## src/rtl/cic_pkg.sv

```systemverilog
// Shared definitions for the CIC conversion controller: FSM state encoding
// and default sizing constants.
package cic_pkg;

  localparam int CIC_DATA_W = 14;
  localparam int CIC_SETTLE = 3;
  localparam int AVG_LEN    = 4;

  typedef enum logic [2:0] {
    ST_IDLE    = 3'd0,
    ST_CLEAR   = 3'd1,
    ST_SETTLE  = 3'd2,
    ST_CONVERT = 3'd3,
    ST_HOLD    = 3'd4
  } cic_state_t;

endpackage

```

## src/rtl/cic_sample_cnt.sv

```systemverilog
// Down-counter of cic_valid strobes. tc is high while one strobe remains, so
// the FSM sees the terminal strobe as (en && tc). It is used for both the
// settle count and the per-result sample count.
module cic_sample_cnt #(
  parameter int CNT_W = 3
) (
  input  logic             clk,
  input  logic             reset_n,
  input  logic             clr,
  input  logic             load,
  input  logic [CNT_W-1:0] load_val,
  input  logic             en,
  output logic             tc
);

  logic [CNT_W-1:0] cnt;

  // Clear beats load, and load beats decrement. The count saturates at zero.
  always_ff @(posedge clk or negedge reset_n) begin
    if (!reset_n) begin
      cnt <= '0;
    end else if (clr) begin
      cnt <= '0;
    end else if (load) begin
      cnt <= load_val;
    end else if (en && (cnt != '0)) begin
      cnt <= cnt - 1'b1;
    end
  end

  assign tc = (cnt == CNT_W'(1));

endmodule

```

## src/rtl/cic_conv_ctrl.sv

```systemverilog
// CIC decimator conversion sequencer: enables the modulator, clears the
// filter, discards settling outputs, then hands results out over a
// valid/ready port. This supports single-shot and continuous modes.
// Optional build macro CIC_CTRL_AVG_EN makes each result the average of
// AVG_LEN samples. The default build uses one sample per result.
//
// state      | meaning
// -----------+-----------------------------------------------------------
// ST_IDLE    | modulator off, waiting for start
// ST_CLEAR   | one-cycle cic_clr pulse to the filter
// ST_SETTLE  | discarding SETTLE_SAMPLES filter outputs
// ST_CONVERT | collecting samples for the next result
// ST_HOLD    | result presented, waiting for res_ready
module cic_conv_ctrl
  import cic_pkg::*;
#(
  parameter int NUM_CH         = 4,
  parameter int DATA_W         = CIC_DATA_W,
  parameter int SETTLE_SAMPLES = CIC_SETTLE
) (
  input  logic                      clk,
  input  logic                      reset_n,
  input  logic                      start,
  input  logic                      abort,
  input  logic                      cont,
  input  logic [$clog2(NUM_CH)-1:0] ch_sel,
  input  logic                      cic_valid,
  input  logic [DATA_W-1:0]         cic_data,
  output logic                      mod_en,
  output logic [$clog2(NUM_CH)-1:0] ch_mux,
  output logic                      cic_clr,
  output logic                      res_valid,
  input  logic                      res_ready,
  output logic [DATA_W-1:0]         res_data,
  output logic [$clog2(NUM_CH)-1:0] res_ch,
  output logic                      busy,
  output logic                      overrun
);

`ifdef CIC_CTRL_AVG_EN
  localparam int SPR = AVG_LEN;
`else
  localparam int SPR = 1;
`endif
  localparam int CNT_MAX = (SETTLE_SAMPLES > SPR) ? SETTLE_SAMPLES : SPR;
  localparam int CNT_W   = $clog2(CNT_MAX + 1);

  cic_state_t        state;
  logic              mode_cont;
  logic              cnt_load;
  logic [CNT_W-1:0]  cnt_val;
  logic              cnt_en;
  logic              cnt_tc;
  logic              hs;
  logic [DATA_W-1:0] result;

  assign hs     = res_valid && res_ready;
  assign busy   = (state != ST_IDLE);
  assign cnt_en = cic_valid && ((state == ST_SETTLE) || (state == ST_CONVERT));

  // A strobe that arrives in the same cycle as a continuous-mode handshake
  // counts as the first sample of the next result.
  always_comb begin
    cnt_load = 1'b0;
    cnt_val  = CNT_W'(SETTLE_SAMPLES);
    case (state)
      ST_IDLE: begin
        if (start) begin
          cnt_load = 1'b1;
          cnt_val  = CNT_W'(SETTLE_SAMPLES);
        end
      end
      ST_SETTLE: begin
        if (cic_valid && cnt_tc) begin
          cnt_load = 1'b1;
          cnt_val  = CNT_W'(SPR);
        end
      end
      ST_HOLD: begin
        if (hs && mode_cont) begin
          cnt_load = 1'b1;
          cnt_val  = cic_valid ? CNT_W'(SPR - 1) : CNT_W'(SPR);
        end
      end
      default: ;
    endcase
  end

  cic_sample_cnt #(.CNT_W(CNT_W)) u_cnt (
    .clk      (clk),
    .reset_n  (reset_n),
    .clr      (abort),
    .load     (cnt_load),
    .load_val (cnt_val),
    .en       (cnt_en),
    .tc       (cnt_tc)
  );

`ifdef CIC_CTRL_AVG_EN
  logic [DATA_W+1:0] acc;
  logic [DATA_W+1:0] acc_sum;

  assign acc_sum = acc + {2'b00, cic_data};
  assign result  = acc_sum[DATA_W+1:2];

  // Sum the samples of one result. The accumulator restarts after each
  // result, and it can be seeded by a strobe that arrives with the handshake.
  always_ff @(posedge clk or negedge reset_n) begin
    if (!reset_n) begin
      acc <= '0;
    end else if (abort || (state == ST_IDLE)) begin
      acc <= '0;
    end else if ((state == ST_CONVERT) && cic_valid) begin
      acc <= cnt_tc ? '0 : acc_sum;
    end else if ((state == ST_HOLD) && hs && mode_cont && cic_valid) begin
      acc <= {2'b00, cic_data};
    end
  end
`else
  assign result = cic_data;
`endif

  // Sequencer state and all registered outputs.
  always_ff @(posedge clk or negedge reset_n) begin
    if (!reset_n) begin
      state     <= ST_IDLE;
      mode_cont <= 1'b0;
      mod_en    <= 1'b0;
      cic_clr   <= 1'b0;
      ch_mux    <= '0;
      res_valid <= 1'b0;
      res_data  <= '0;
      res_ch    <= '0;
      overrun   <= 1'b0;
    end else if (abort) begin
      state     <= ST_IDLE;
      mod_en    <= 1'b0;
      cic_clr   <= 1'b0;
      res_valid <= 1'b0;
    end else begin
      case (state)
        ST_IDLE: begin
          if (start) begin
            state     <= ST_CLEAR;
            ch_mux    <= ch_sel;
            mode_cont <= cont;
            overrun   <= 1'b0;
            cic_clr   <= 1'b1;
            mod_en    <= 1'b1;
          end
        end
        ST_CLEAR: begin
          cic_clr <= 1'b0;
          state   <= ST_SETTLE;
        end
        ST_SETTLE: begin
          if (cic_valid && cnt_tc) begin
            state <= ST_CONVERT;
          end
        end
        ST_CONVERT: begin
          if (cic_valid && cnt_tc) begin
            res_data  <= result;
            res_ch    <= ch_mux;
            res_valid <= 1'b1;
            state     <= ST_HOLD;
          end
        end
        ST_HOLD: begin
          if (hs) begin
            if (!mode_cont) begin
              res_valid <= 1'b0;
              mod_en    <= 1'b0;
              state     <= ST_IDLE;
            end else if (cic_valid && (SPR == 1)) begin
              res_data <= result;
              res_ch   <= ch_mux;
            end else begin
              res_valid <= 1'b0;
              state     <= ST_CONVERT;
            end
          end else if (cic_valid) begin
            overrun <= 1'b1;
          end
        end
        default: begin
          state     <= ST_IDLE;
          mod_en    <= 1'b0;
          res_valid <= 1'b0;
        end
      endcase
    end
  end

endmodule

```

## config.mk

```make
export PLATFORM = sky130hd
export DESIGN_NAME = cic_conv_ctrl
export DESIGN_NICKNAME = d
export VERILOG_FILES = /design/src/rtl/cic_pkg.sv /design/src/rtl/cic_sample_cnt.sv /design/src/rtl/cic_conv_ctrl.sv
export SDC_FILE = /design/constraint.sdc
export NUM_CORES = 1
export LEC_CHECK = 0
export CAP_MARGIN = 20
export CORE_UTILIZATION = 30
export CTS_CLUSTER_DIAMETER = 100
export DETAILED_ROUTE_END_ITERATION = 8
export GPL_ROUTABILITY_DRIVEN = 0
export PLACE_DENSITY_LB_ADDON = 0.08
export SETUP_SLACK_MARGIN = 0.02
export SLEW_MARGIN = 0
export SYNTH_ARGS = -nofsm -noshare
export SYNTH_HDL_FRONTEND = slang
export SYNTH_SLANG_ARGS = --single-unit
export TNS_END_PERCENT = 30
```

## constraint.sdc

```tcl
create_clock -name clk -period 3 [get_ports clk]
set_input_delay 0.6 -clock clk [delete_from_list [all_inputs] [get_ports clk]]
set_output_delay 0.6 -clock clk [all_outputs]
set_load 0.03 [all_outputs]
```

# Yosys cells after proc, flatten, opt, wreduce, memory -nomap -nowiden
# Index checks and enable logic that the tools add are counted.
# totals
out_inout_bits	23
word_cells	99
in_bits	23
reg_bits	28
# classes
n_addsub	1
n_mux	46
n_eq_ne	19
bitwise_logic	1
reduce_logical	22
# op_table
op	count
$mux 14	4
$pmux 14 s2	1
$mux 3	7
$mux 2	9
$mux 1	17
$pmux 3 s5	1
$ne 2x2->1 const B	5
$reduce_and 5->1	2
$ne 3x3->1 const B	3
$pmux 1 s3	3
$reduce_bool 3->1	3
$pmux 2 s2	2
$reduce_and 4->1	2
$eq 3x2->1 const B	2
$ne 2x1->1 const B	3
$ne 3x2->1 const B	2
$reduce_and 6->1	1
$reduce_bool 2->1	3
$reduce_or 3->1	2
$logic_and 1x1->1	5
$ne 4x4->1 const B	1
$pmux 1 s2	2
$eq 3x1->1 const B	1
$eq 3x3->1 const B	1
other kinds (7)	7

# Logic depth before layout (Yosys ltp)
# Gate-level depths: netlist of run 1.
# logic_depth
ltp_word	7
mapped_depth	6
mapped_depth_nobuf	6

# By module
# Synthesis of run 1 repeated with hierarchy kept, for this count alone.
# hier_totals
hier_cells	114
area_unflattened_um2	1406.3
# by_module_without_submodules
mod	seq_area_each_um2	area_per_inst_um2	cells_per_inst	n_inst
cic_conv_ctrl	650.6	1243.7	99	1
cic_sample_cnt	50.0	162.7	15	1

# Worst setup path before layout of run 1
# No wires, ideal clock.
# synth_timing
path_kind	register to register
startpoint	register res_valid
endpoint	register res_ch[0]
stages_incl_launch_ff	6
required_time_ps	2875
path_buffers	1
arrival_time_ps	1560
path_slack_ps	1315
period_less_slack_ps	1685
setup_ps	125
cell_sequence	dfrtp_1 -> nand2_1 -> nor4_4 -> o21ai_4 -> buf_6 -> mux2_4
# synth_via
elab_chain_len	3
# synth_rtl
element	line	text
start, declared	cic_conv_ctrl.sv:32	output logic res_valid,
start signal, assigned	cic_conv_ctrl.sv:131	res_valid <= 1'b0;
start signal, assigned	cic_conv_ctrl.sv:139	res_valid <= 1'b0;
start signal, assigned	cic_conv_ctrl.sv:165	res_valid <= 1'b1;
$logic_and 1x1->1	cic_conv_ctrl.sv:57	assign hs = res_valid && res_ready;
$ne 2x2->1 (no source line)	--	
$reduce_and 6->1 (no source line)	--	
end signal, assigned	cic_conv_ctrl.sv:164	res_ch <= ch_mux;
end signal, assigned	cic_conv_ctrl.sv:177	res_ch <= ch_mux;
end, declared	cic_conv_ctrl.sv:35	output logic [$clog2(NUM_CH)-1:0] res_ch,
# No other way between the ends.
# A chain may end at the register's enable or synchronous reset.

# Worst setup path after layout of run 1
# layout_timing
startpoint	register state[0]
endpoint	output busy
# layout_via
elab_chain_len	1
# layout_rtl
element	line	text
start, declared	cic_conv_ctrl.sv:48	cic_state_t state;
start signal, assigned	cic_conv_ctrl.sv:126	state <= ST_IDLE;
start signal, assigned	cic_conv_ctrl.sv:136	state <= ST_IDLE;
start signal, assigned	cic_conv_ctrl.sv:144	state <= ST_CLEAR;
$reduce_bool 3->1	cic_conv_ctrl.sv:58	assign busy = (state != ST_IDLE);
end, declared	cic_conv_ctrl.sv:36	output logic busy,
# No other way between the ends.

==> results of run 1 <==
-- synth_stat cells --
cell      instances  area share
and2_4            1      0.0065
nor2b_1           3       0.014
a221oi_1          2       0.013
inv_1             3      0.0084
and3_1            1      0.0047
o21ai_0           4       0.015
nor3b_1           1      0.0056
nand3_1           2      0.0074
or4_2             1      0.0065
o22ai_1           1      0.0047
a311oi_1          1      0.0065
dfrtp_1          28        0.52
buf_4             2       0.011
o21a_1            1      0.0056
or3_2             1      0.0056
nor4_4            1       0.016
mux2_4           10        0.11
a32o_1            1      0.0074
mux2_2            9       0.075
buf_6             2       0.017
and2_1            1      0.0047
a21oi_1           4       0.015
nor3_1            2      0.0074
nor2_1            7       0.020
and4bb_2          1      0.0093
xnor2_1           1      0.0065
clkbuf_1          1      0.0028
o21ai_4           1       0.012
o32ai_1           1      0.0065
nand2_1           5       0.014
and3b_1           1      0.0065
ha_1              2       0.019
a41oi_1           1      0.0065
nand2_4           1      0.0084
-- layout make-up --
| class | instances | area [sq um] |
|---|---|---|
| flip-flops and latches | 28 | 701 |
| well taps | 50 | 62.6 |
| repair buffers | 47 | 465 |
| multi-input cells | 68 | 592 |
| inverters | 3 | 11.3 |
| clock buffers | 3 | 41.3 |
| clock inverters | 1 | 30.0 |
| fillers | 384 | 2240 |
-- stage by stage --
stage                     power [uW]  setup WS, ns  hold WS, ns  area, sq um
final                            990         0.505        0.518         1900
after detailed placement         696         0.562        0.495         1830
after CTS                       1000         0.498        0.521         1900
after global placement           694         0.601        0.493         1830
after floorplan                  583          1.32        0.304         1350
after global routing            1040         0.444        0.538         1900
-- worst max-delay path: cells and delay by family (launching register included) --
family                 cells  cell delay (ns)
buffers and inverters      1             0.60
flip-flops                 1             0.51
AND/OR/NAND/NOR            1             0.50
-- metal layers --
metal | share of wire | up-vias
met5 | 0 | -
met4 | 0.015 | 0
met3 | 0.053 | 5
met2 | 0.44 | 41
met1 | 0.49 | 471
li1 | - | 463
-- flip-flops by register name, indices dropped and copies added, names as in the netlist --
register   cells
ch_mux         2
cic_clr        1
mod_en         1
mode_cont      1
overrun        1
res_ch         2
res_data      14
res_valid      1
state          3
u_cnt.cnt      2
-- logic make-up after synthesis --
kind of cell | share of synthesized area
AOI/OAI and AO/OA | 0.0921
xor gates and xnor gates | 0.00651
muxes | 0.187
adders and majority gates | 0.0186
DFF | 0.521
buffers and inverters | 0.0391
and+or+nand+nor | 0.136
-- power by group through the flow --
stage	registers, uW	clock network [uW]	logic [uW]
after global routing	452	331	260
after global placement	452	0	242
after floorplan	497	0	86.5
final	445	303	242
after CTS	446	311	245
after detailed placement	453	0	243
-- worst min-delay path by stage --
stage | from | endpoint | slack [ns] | cells after the start
finish | res_data[9]$_DFFE_PN0P_ | res_data[9]$_DFFE_PN0P_ | 0.52 | 1
global route | res_data[9]$_DFFE_PN0P_ | res_data[9]$_DFFE_PN0P_ | 0.54 | 1
CTS | res_data[2]$_DFFE_PN0P_ | res_data[2]$_DFFE_PN0P_ | 0.52 | 1
detailed placement | res_ch[1]$_DFFE_PN0P_ | res_ch[1]$_DFFE_PN0P_ | 0.49 | 1
global placement | res_data[2]$_DFFE_PN0P_ | res_data[2]$_DFFE_PN0P_ | 0.49 | 1
floorplan | reset_n | ch_mux[0]$_DFFE_PN0P_ | 0.30 | 0
==> flow_summary_export.csv, run 1 <==
group,metric,value,unit
timing,hold_violations,0,
cells_and_area,area_growth,41.5,%
setup_path,slowest_delay,0.60,ns
outcome,status,"complete, no violations",
timing,max_slew_margin,0.528,
die,core_area,4140,sq um
clock_tree,cts.sinks,28,
power_and_ir_drop,internal_power,716,uW
logic_synthesis,synth_nets,129,
setup_path,cp_data_arrival_time,1.89,ns
global_route,met2_usage,0.192,
timing,rsz0062_at_grt,"false",
clock_tree,path_clk_slew,0.10,ns
cells_and_area,final_cell_mix,"clkdlybuf4s50_1 (45), dfrtp_1 (28), mux2_4 (10)",
routing,postRouteAntennaNets,0,
global_route,grt_util_met3,0.0296,
power_and_ir_drop,p_seq_frac,0.450,
die,die_area,4760,sq um
global_route,grt_pass1_vias,940,
logic_synthesis,ys_seq_area_frac,0.521,
power_and_ir_drop,power_frac_comb,0.245,
timing,finClkSkew,0.00464,ns
timing,timing.fmax,0.401,GHz
min_path,holdCritPathClass,"reg -> reg",
clock_tree,clk_latency,0.28,ns
routing,detail_route.wl_per_cell,14.8,microns
cells_and_area,nets,176,
routing,drt_pass1_iterations,4,
cells_and_area,final_common_cell,"clkdlybuf4s50_1",
setup_path,crit_chain,"or3_2 -> clkdlybuf4s50_1",
power_and_ir_drop,clkPwrFrac,0.306,
power_and_ir_drop,p_sw,274,uW
routing,dr_total_vias,980,
placed_design,portBuffers,45,
routing,drtIter0Drc,42,
setup_path,ff2ff_path_depth,4,
clock_tree,cts_inserted_buffers,3,
power_and_ir_drop,leakage,0.000851,uW
power_and_ir_drop,ir_drop,0.000272,V
clock_tree,post_cts_buffers,0,
clock_tree,ctsLongestPathBuffers,2,
global_route,grt_overflow,0,
power_and_ir_drop,cellPowerDensity,520,nW/um^2
timing,fin_tns_setup,0,ns
setup_path,startpoint_type,"flop",
clock_tree,h-tree-depth,1,
die,die_x,69.0,microns
logic_synthesis,syn_area_per_cell,12.9,sq um
setup_path,cp_max_fo,10,
setup_path,r2r_end,"res_data[3]$_DFFE_PN0P_",
setup_path,endpoint,"busy",
global_route,grt_max_degree,29,
clock_tree,cts-root-buf,"clkbuf_8",
timing,setup_violations,0,
setup_path,worstPathRequired,2.40,ns
global_route,grt_use_met1,0.203,
die,start_util,0.325,
routing,drc,0,
global_route,grt_pass1_wl,4710,microns
die,die_y,69.0,microns
power_and_ir_drop,switching_share,0.277,
clock_tree,tritoncts,"done",
timing,slew_violations,0,
run,drv_cap,0,
clock_tree,hold_buffers,0,
setup_path,endpoint_kind,"output port",
placed_design,place_inst,196,
timing,fin_crit_sh,0.832,
logic_synthesis,syn_inst,104,
logic_synthesis,synth_area,1350,sq um
setup_path,r2r_start,"state[1]$_DFFE_PN0P_",
die,io_pins,46,
setup_path,path_class,"reg -> out",
setup_path,crit_slowest_cell,"clkdlybuf4s50_1",
setup_path,ff2ff_setup_slack,0.96,ns
placed_design,post-dp-hpwl,2070,microns
cells_and_area,drive_gt1_frac,0.213,
logic_synthesis,synth.distinct_cells,34,
die,num_rows,23,
global_route,antenna_found_initial,0,
timing,worst-slew-pin-transition,0.705,ns
global_route,grt_usage,0.137,
cells_and_area,fin_util,0.459,
setup_path,crit_path_start,"state[0]$_DFFE_PN0P_",
logic_synthesis,synth-seq-cells,28,
cells_and_area,n_antenna_cell,0,
timing,fin_crit,2.49,ns
global_route,top_usage_layer,"met1",
clock_tree,cts-resized-gates,0,
routing,vias_per_cell,4.90,
routing,wirelength,2960,microns
cells_and_area,instances_no_fill,200,
logic_synthesis,yosysWarnings,0,
No activity file was read; power rests on OpenSTA's default activity.
==> inputs of run 2 (changes only) <==
==> constraint.sdc (replaced) <==
create_clock -name clk -period 2.09 [get_ports clk]
set_input_delay 0.418 -clock clk [delete_from_list [all_inputs] [get_ports clk]]
set_output_delay 0.418 -clock clk [all_outputs]
set_load 0.03 [all_outputs]
==> run 2 against run 1 <==
Via count increased by 0.51%; cell count increased by 3.5%; clock power decreased by 6%; sequential cell count unchanged; final area increased by 1.5%; first-iteration DRC count increased to 3.0 times the previous value; combinational power increased by 51%; die area unchanged; largest cell class unchanged.
==> flow_summary_export.csv, run 2 (synthesized netlist as in run 1, its figures left out) <==
group,metric,value,unit
global_route,grt_pass1_wl,4630,microns
timing,finClkSkew,0.00191,ns
cells_and_area,largest-register,"res_data",
routing,dr_total_vias,985,
setup_path,endpoint_kind,"output port",
outcome,status,"complete, no violations",
global_route,antenna_found_initial,0,
placed_design,post-dp-hpwl,2120,microns
clock_tree,cts.sinks,28,
timing,rsz0062_at_grt,"false",
clock_tree,tritoncts,"done",
clock_tree,hold_buffers,0,
timing,slew_violations,0,
setup_path,cp_max_fo,3,
setup_path,cp_data_arrival_time,1.49,ns
cells_and_area,drive_gt1_frac,0.248,
cells_and_area,largest_reg_flops,14,
cells_and_area,largestRegisters,"res_data: 14 flops, state: 3 flops",
run,drv_cap,0,
die,start_util,0.325,
timing,fin_crit,1.91,ns
clock_tree,h-tree-depth,1,
cells_and_area,final_cell_mix,"clkdlybuf4s50_1 (44), dfrtp_1 (28), mux2_4 (10), buf_4 (10), mux2_2 (9)",
clock_tree,path_clk_slew,0.09,ns
routing,drtIter0Drc,126,
routing,vias_per_cell,4.76,
cells_and_area,final_area,1930,sq um
placed_design,placed_cell_area,1890,sq um
min_path,holdCritPathClass,"in -> async",
setup_path,cp_num_buf_inv,1,
cells_and_area,final_common_cell,"clkdlybuf4s50_1",
global_route,grt_max_degree,29,
routing,drc,0,
clock_tree,clk_latency,0.26,ns
die,io_pins,46,
power_and_ir_drop,leakage,0.000879,uW
global_route,grt_pass1_vias,993,
setup_path,startpoint_type,"flop",
die,die_y,69.0,microns
routing,detail_route.wl_per_cell,13.5,microns
die,die_x,69.0,microns
clock_tree,ctsLongestPathBuffers,2,
routing,wirelength,2790,microns
global_route,grt_overflow,0,
clock_tree,cts-root-buf,"clkbuf_8",
power_and_ir_drop,ir_drop,0.000422,V
setup_path,cp_top_family,"simple AND/OR/NAND/NOR gates",
placed_design,place_inst,204,
setup_path,path_class,"reg -> out",
power_and_ir_drop,cellPowerDensity,663,nW/um^2
global_route,grt_usage,0.134,
cells_and_area,n_antenna_cell,0,
cells_and_area,nets,184,
die,core_area,4140,sq um
setup_path,crit_path_start,"state[2]$_DFFE_PN0P_",
routing,drt_pass1_iterations,4,
timing,timing.fmax,0.524,GHz
timing,max_slew_margin,0.550,
placed_design,portBuffers,45,
setup_path,r2r_start,"state[1]$_DFFE_PN0P_",
die,num_rows,23,
power_and_ir_drop,total_power,1280,uW
setup_path,crit_chain,"or3_2 -> dlygate4sd2_1",
setup_path,worstPathRequired,1.67,ns
die,die_area,4760,sq um
timing,fin_tns_setup,0,ns
routing,postRouteAntennaNets,0,
timing,fin_crit_sh,0.912,
cells_and_area,instances_no_fill,207,
setup_path,crit_slowest_cell,"or3_2",
setup_path,slowest_delay,0.46,ns
cells_and_area,area_growth,43.6,%
timing,setup_violations,0,
timing,worst-slew-pin-transition,0.672,ns
clock_tree,cts_inserted_buffers,3,
timing,hold_violations,0,
-- run 2: cell count changes in the layout (fill, tap and decap cells not counted), sizes merged --
cell / change
buf: +8
bufinv: -1
clkdlybuf4s50: -1
dlygate4sd2: +1
-- run 2: worst reg2reg max path, delay by kind of cell, from the launching register on --
kind	cells	cell delay [ns]
AO/OA/AOI/OAI	1	0.53
flip-flops	1	0.42
multiplexers	1	0.42
AND/OR/NAND/NOR	2	0.41
-- run 2: cell type report --
type | instances | area [sq um]
clock buffers | 3 | 41.3
fillers | 390 | 2210
inverters | 3 | 11.3
multi-input cells | 68 | 592
flip-flops and latches | 28 | 701
well taps | 50 | 62.6
repair buffers | 55 | 524
-- run 2: layer usage --
| metal | share of wire | track usage | routed length (microns) | up-vias |
|---|---|---|---|---|
| met5 | 0 | 0 | 0 | - |
| met4 | 0.0061 | 0.0230 | 17 | 0 |
| met3 | 0.081 | 0.0461 | 225 | 2 |
| met2 | 0.46 | 0.198 | 1280 | 43 |
| met1 | 0.46 | 0.189 | 1270 | 460 |
| li1 | - | - | - | 480 |
-- run 2: final timing paths --
check                                          end  slack (ns)  cells past startpoint
setup / recovery                              busy        0.18                      2
hold / removal             res_data[6]$_DFFE_PN0P_        0.52                      2
hold reg to reg            res_data[1]$_DFFE_PN0P_        0.52                      1
setup reg to reg           res_data[5]$_DFFE_PN0P_        0.21                      4
min in group clk           res_data[1]$_DFFE_PN0P_        0.52                      1
max in group asynchronous      cic_clr$_DFFE_PN0P_        1.31                      2
-- run 2: per-stage QoR --
step | utilization | worst slack [ns] | hold WS (ns)
after floorplan | - | 0.405 | 0.122
after global placement | 0.457 | -0.0587 | 0.492
after detailed placement | 0.457 | -0.117 | 0.492
after CTS | 0.466 | 0.162 | 0.517
after global routing | 0.466 | 0.102 | 0.529
final | 0.466 | 0.183 | 0.516
-- run 2: what timing repair did --
action	in CTS	in global routing
resized for setup	1	0
buffers inserted	0	0
setup endpoints to repair	1	0
hold endpoints to repair	0	0
-- run 2: power breakdown --
group          switching [uW]  leakage, uW  internal (uW)
logic                     178     0.000482            187
clock network             155    0.0000216            129
registers                36.7     0.000376            593
total                     370     0.000879            910
==> inputs of run 3 (changes only) <==
--- a/config.mk
+++ b/config.mk
@@ -10,7 +10,7 @@
 export CTS_CLUSTER_DIAMETER = 100
 export DETAILED_ROUTE_END_ITERATION = 8
 export GPL_ROUTABILITY_DRIVEN = 0
-export PLACE_DENSITY_LB_ADDON = 0.08
+export PLACE_DENSITY = 0.71
 export SETUP_SLACK_MARGIN = 0.02
 export SLEW_MARGIN = 0
 export SYNTH_ARGS = -nofsm -noshare
==> run 3 against run 2 <==
Clock skew increased by 0.0090 ns; register-to-register slack worse by 0.09 ns; critical endpoint is now res_data[3]$_DFFE_PN0P_; global-route usage is 0.34 points higher; power barely moved; sequential cell count stayed put; die area unchanged.
==> flow_summary_export.csv, run 3 (synthesized netlist as in run 1, its figures left out) <==
group,metric,value,unit
clock_tree,cts_inserted_buffers,3,
global_route,grt_overflow,0,
die,die_y,69.0,microns
global_route,grt_pass1_wl,4860,microns
clock_tree,clk_latency,0.27,ns
setup_path,endpoint_kind,"flop",
die,die_area,4760,sq um
setup_path,path_class,"reg -> reg",
clock_tree,post_cts_buffers,0,
routing,drtIter0Drc,22,
global_route,antenna_found_initial,0,
routing,postRouteAntennaNets,0,
routing,vias_per_cell,4.94,
routing,wirelength,2870,microns
power_and_ir_drop,cellPowerDensity,668,nW/um^2
run,drv_cap,0,
routing,wl_met3,240,microns
cells_and_area,drive_gt1_frac,0.239,
timing,timing.final.ws_setup,0.118,ns
global_route,grt_usage,0.137,
clock_tree,tritoncts,"done",
timing,hold_violations,0,
die,num_rows,23,
timing,timing.fmax,0.507,GHz
routing,wl_met1,1210,microns
die,io_pins,46,
global_route,grt_max_degree,29,
die,core_area,4140,sq um
cells_and_area,final_cell_mix,"clkdlybuf4s50_1 (44), dfrtp_1 (28), mux2_4 (10)",
timing,setup_violations,0,
setup_path,cp_data_arrival_time,2.12,ns
die,die_x,69.0,microns
routing,drc,0,
power_and_ir_drop,ir_drop,0.000419,V
setup_path,cp_max_fo,16,
setup_path,ff2ff_setup_slack,0.12,ns
routing,drt_pass1_iterations,4,
timing,rsz0062_at_grt,"false",
cells_and_area,final_common_cell,"clkdlybuf4s50_1",
cells_and_area,area_growth,42.5,%
cells_and_area,largestRegisters,"res_data: 14 flops, state: 3 flops",
outcome,status,"complete, no violations",
routing,dr_total_vias,1012,
placed_design,post-dp-hpwl,2180,microns
setup_path,worstPathRequired,2.24,ns
global_route,grt_pass1_vias,1092,
timing,worst-slew-pin-transition,0.648,ns
cells_and_area,instances_no_fill,205,
timing,slew_violations,0,
placed_design,place_inst,202,
timing,max_slew_margin,0.567,
placed_design,portBuffers,45,
power_and_ir_drop,total_power,1280,uW
timing,fin_crit,1.97,ns
timing,fin_tns_setup,0,ns
timing,fin_crit_sh,0.944,
clock_tree,ctsLongestPathBuffers,2,
routing,detail_route.wl_per_cell,14.0,microns
cells_and_area,n_antenna_cell,0,
clock_tree,path_clk_slew,0.09,ns
clock_tree,cts.sinks,28,
routing,top_layer,"met3",
clock_tree,cts-root-buf,"clkbuf_8",
setup_path,startpoint_type,"flop",
cells_and_area,nets,182,
die,start_util,0.325,
cells_and_area,largest_reg_flops,14,
placed_design,dpl_worst_slack,-0.0733,ns
power_and_ir_drop,leakage,0.000869,uW
timing,finClkSkew,0.0109,ns
routing,wl_met2,1410,microns
min_path,holdCritPathClass,"in -> async",
cells_and_area,largest-register,"res_data",
clock_tree,h-tree-depth,1,
==> run 3: final cells by class <==
| type | count | area, sq um |
|---|---|---|
| multi-input cells | 68 | 592 |
| flip-flops and latches | 28 | 701 |
| repair buffers | 53 | 509 |
| well taps | 50 | 62.6 |
| fillers | 389 | 2230 |
| clock buffers | 3 | 41.3 |
| inverters | 3 | 11.3 |
==> run 3: repair_timing <==
item	in CTS	in global routing
setup endpoints to repair	1	0
resized for setup	1	0
hold buffers	0	0
==> run 3: worst paths after layout <==
check,from,to,depth (start not counted)
worst min register to register,res_data[4]$_DFFE_PN0P_,res_data[4]$_DFFE_PN0P_,1
worst max-delay path,state[0]$_DFFE_PN0P_,res_data[3]$_DFFE_PN0P_,5
min in group clk,res_data[4]$_DFFE_PN0P_,res_data[4]$_DFFE_PN0P_,1
worst min-delay path,reset_n,res_data[8]$_DFFE_PN0P_,2
max in group asynchronous,reset_n,mode_cont$_DFFE_PN0P_,2
worst max register to register,state[0]$_DFFE_PN0P_,res_data[3]$_DFFE_PN0P_,5
==> run 3: metal layers <==
metal,up-vias,GRT usage
li1,476,-
met4,0,0.0408
met3,0,0.0526
met5,-,0
met2,42,0.233
met1,494,0.159
==> run 3: per-stage QoR <==
stage | hold WS [ns] | utilization | area (sq um)
floorplan | 0.122 | - | 1350
finish | 0.510 | 0.463 | 1920
CTS | 0.519 | 0.463 | 1920
global route | 0.535 | 0.463 | 1920
global placement | 0.491 | 0.453 | 1880
detailed placement | 0.496 | 0.453 | 1880
==> run 3: power breakdown <==
part,internal (uW),switching [uW]
combinational,184,183
clock,129,153
sequential,593,38.1
total,907,374
==> run 3: worst max-delay path: stages (launching register included) <==
cell,delay (ns)
dfrtp_1,0.39
buf_4,0.17
and3b_1,0.20
and2_4,0.17
o21ai_4,0.51
mux2_2,0.41
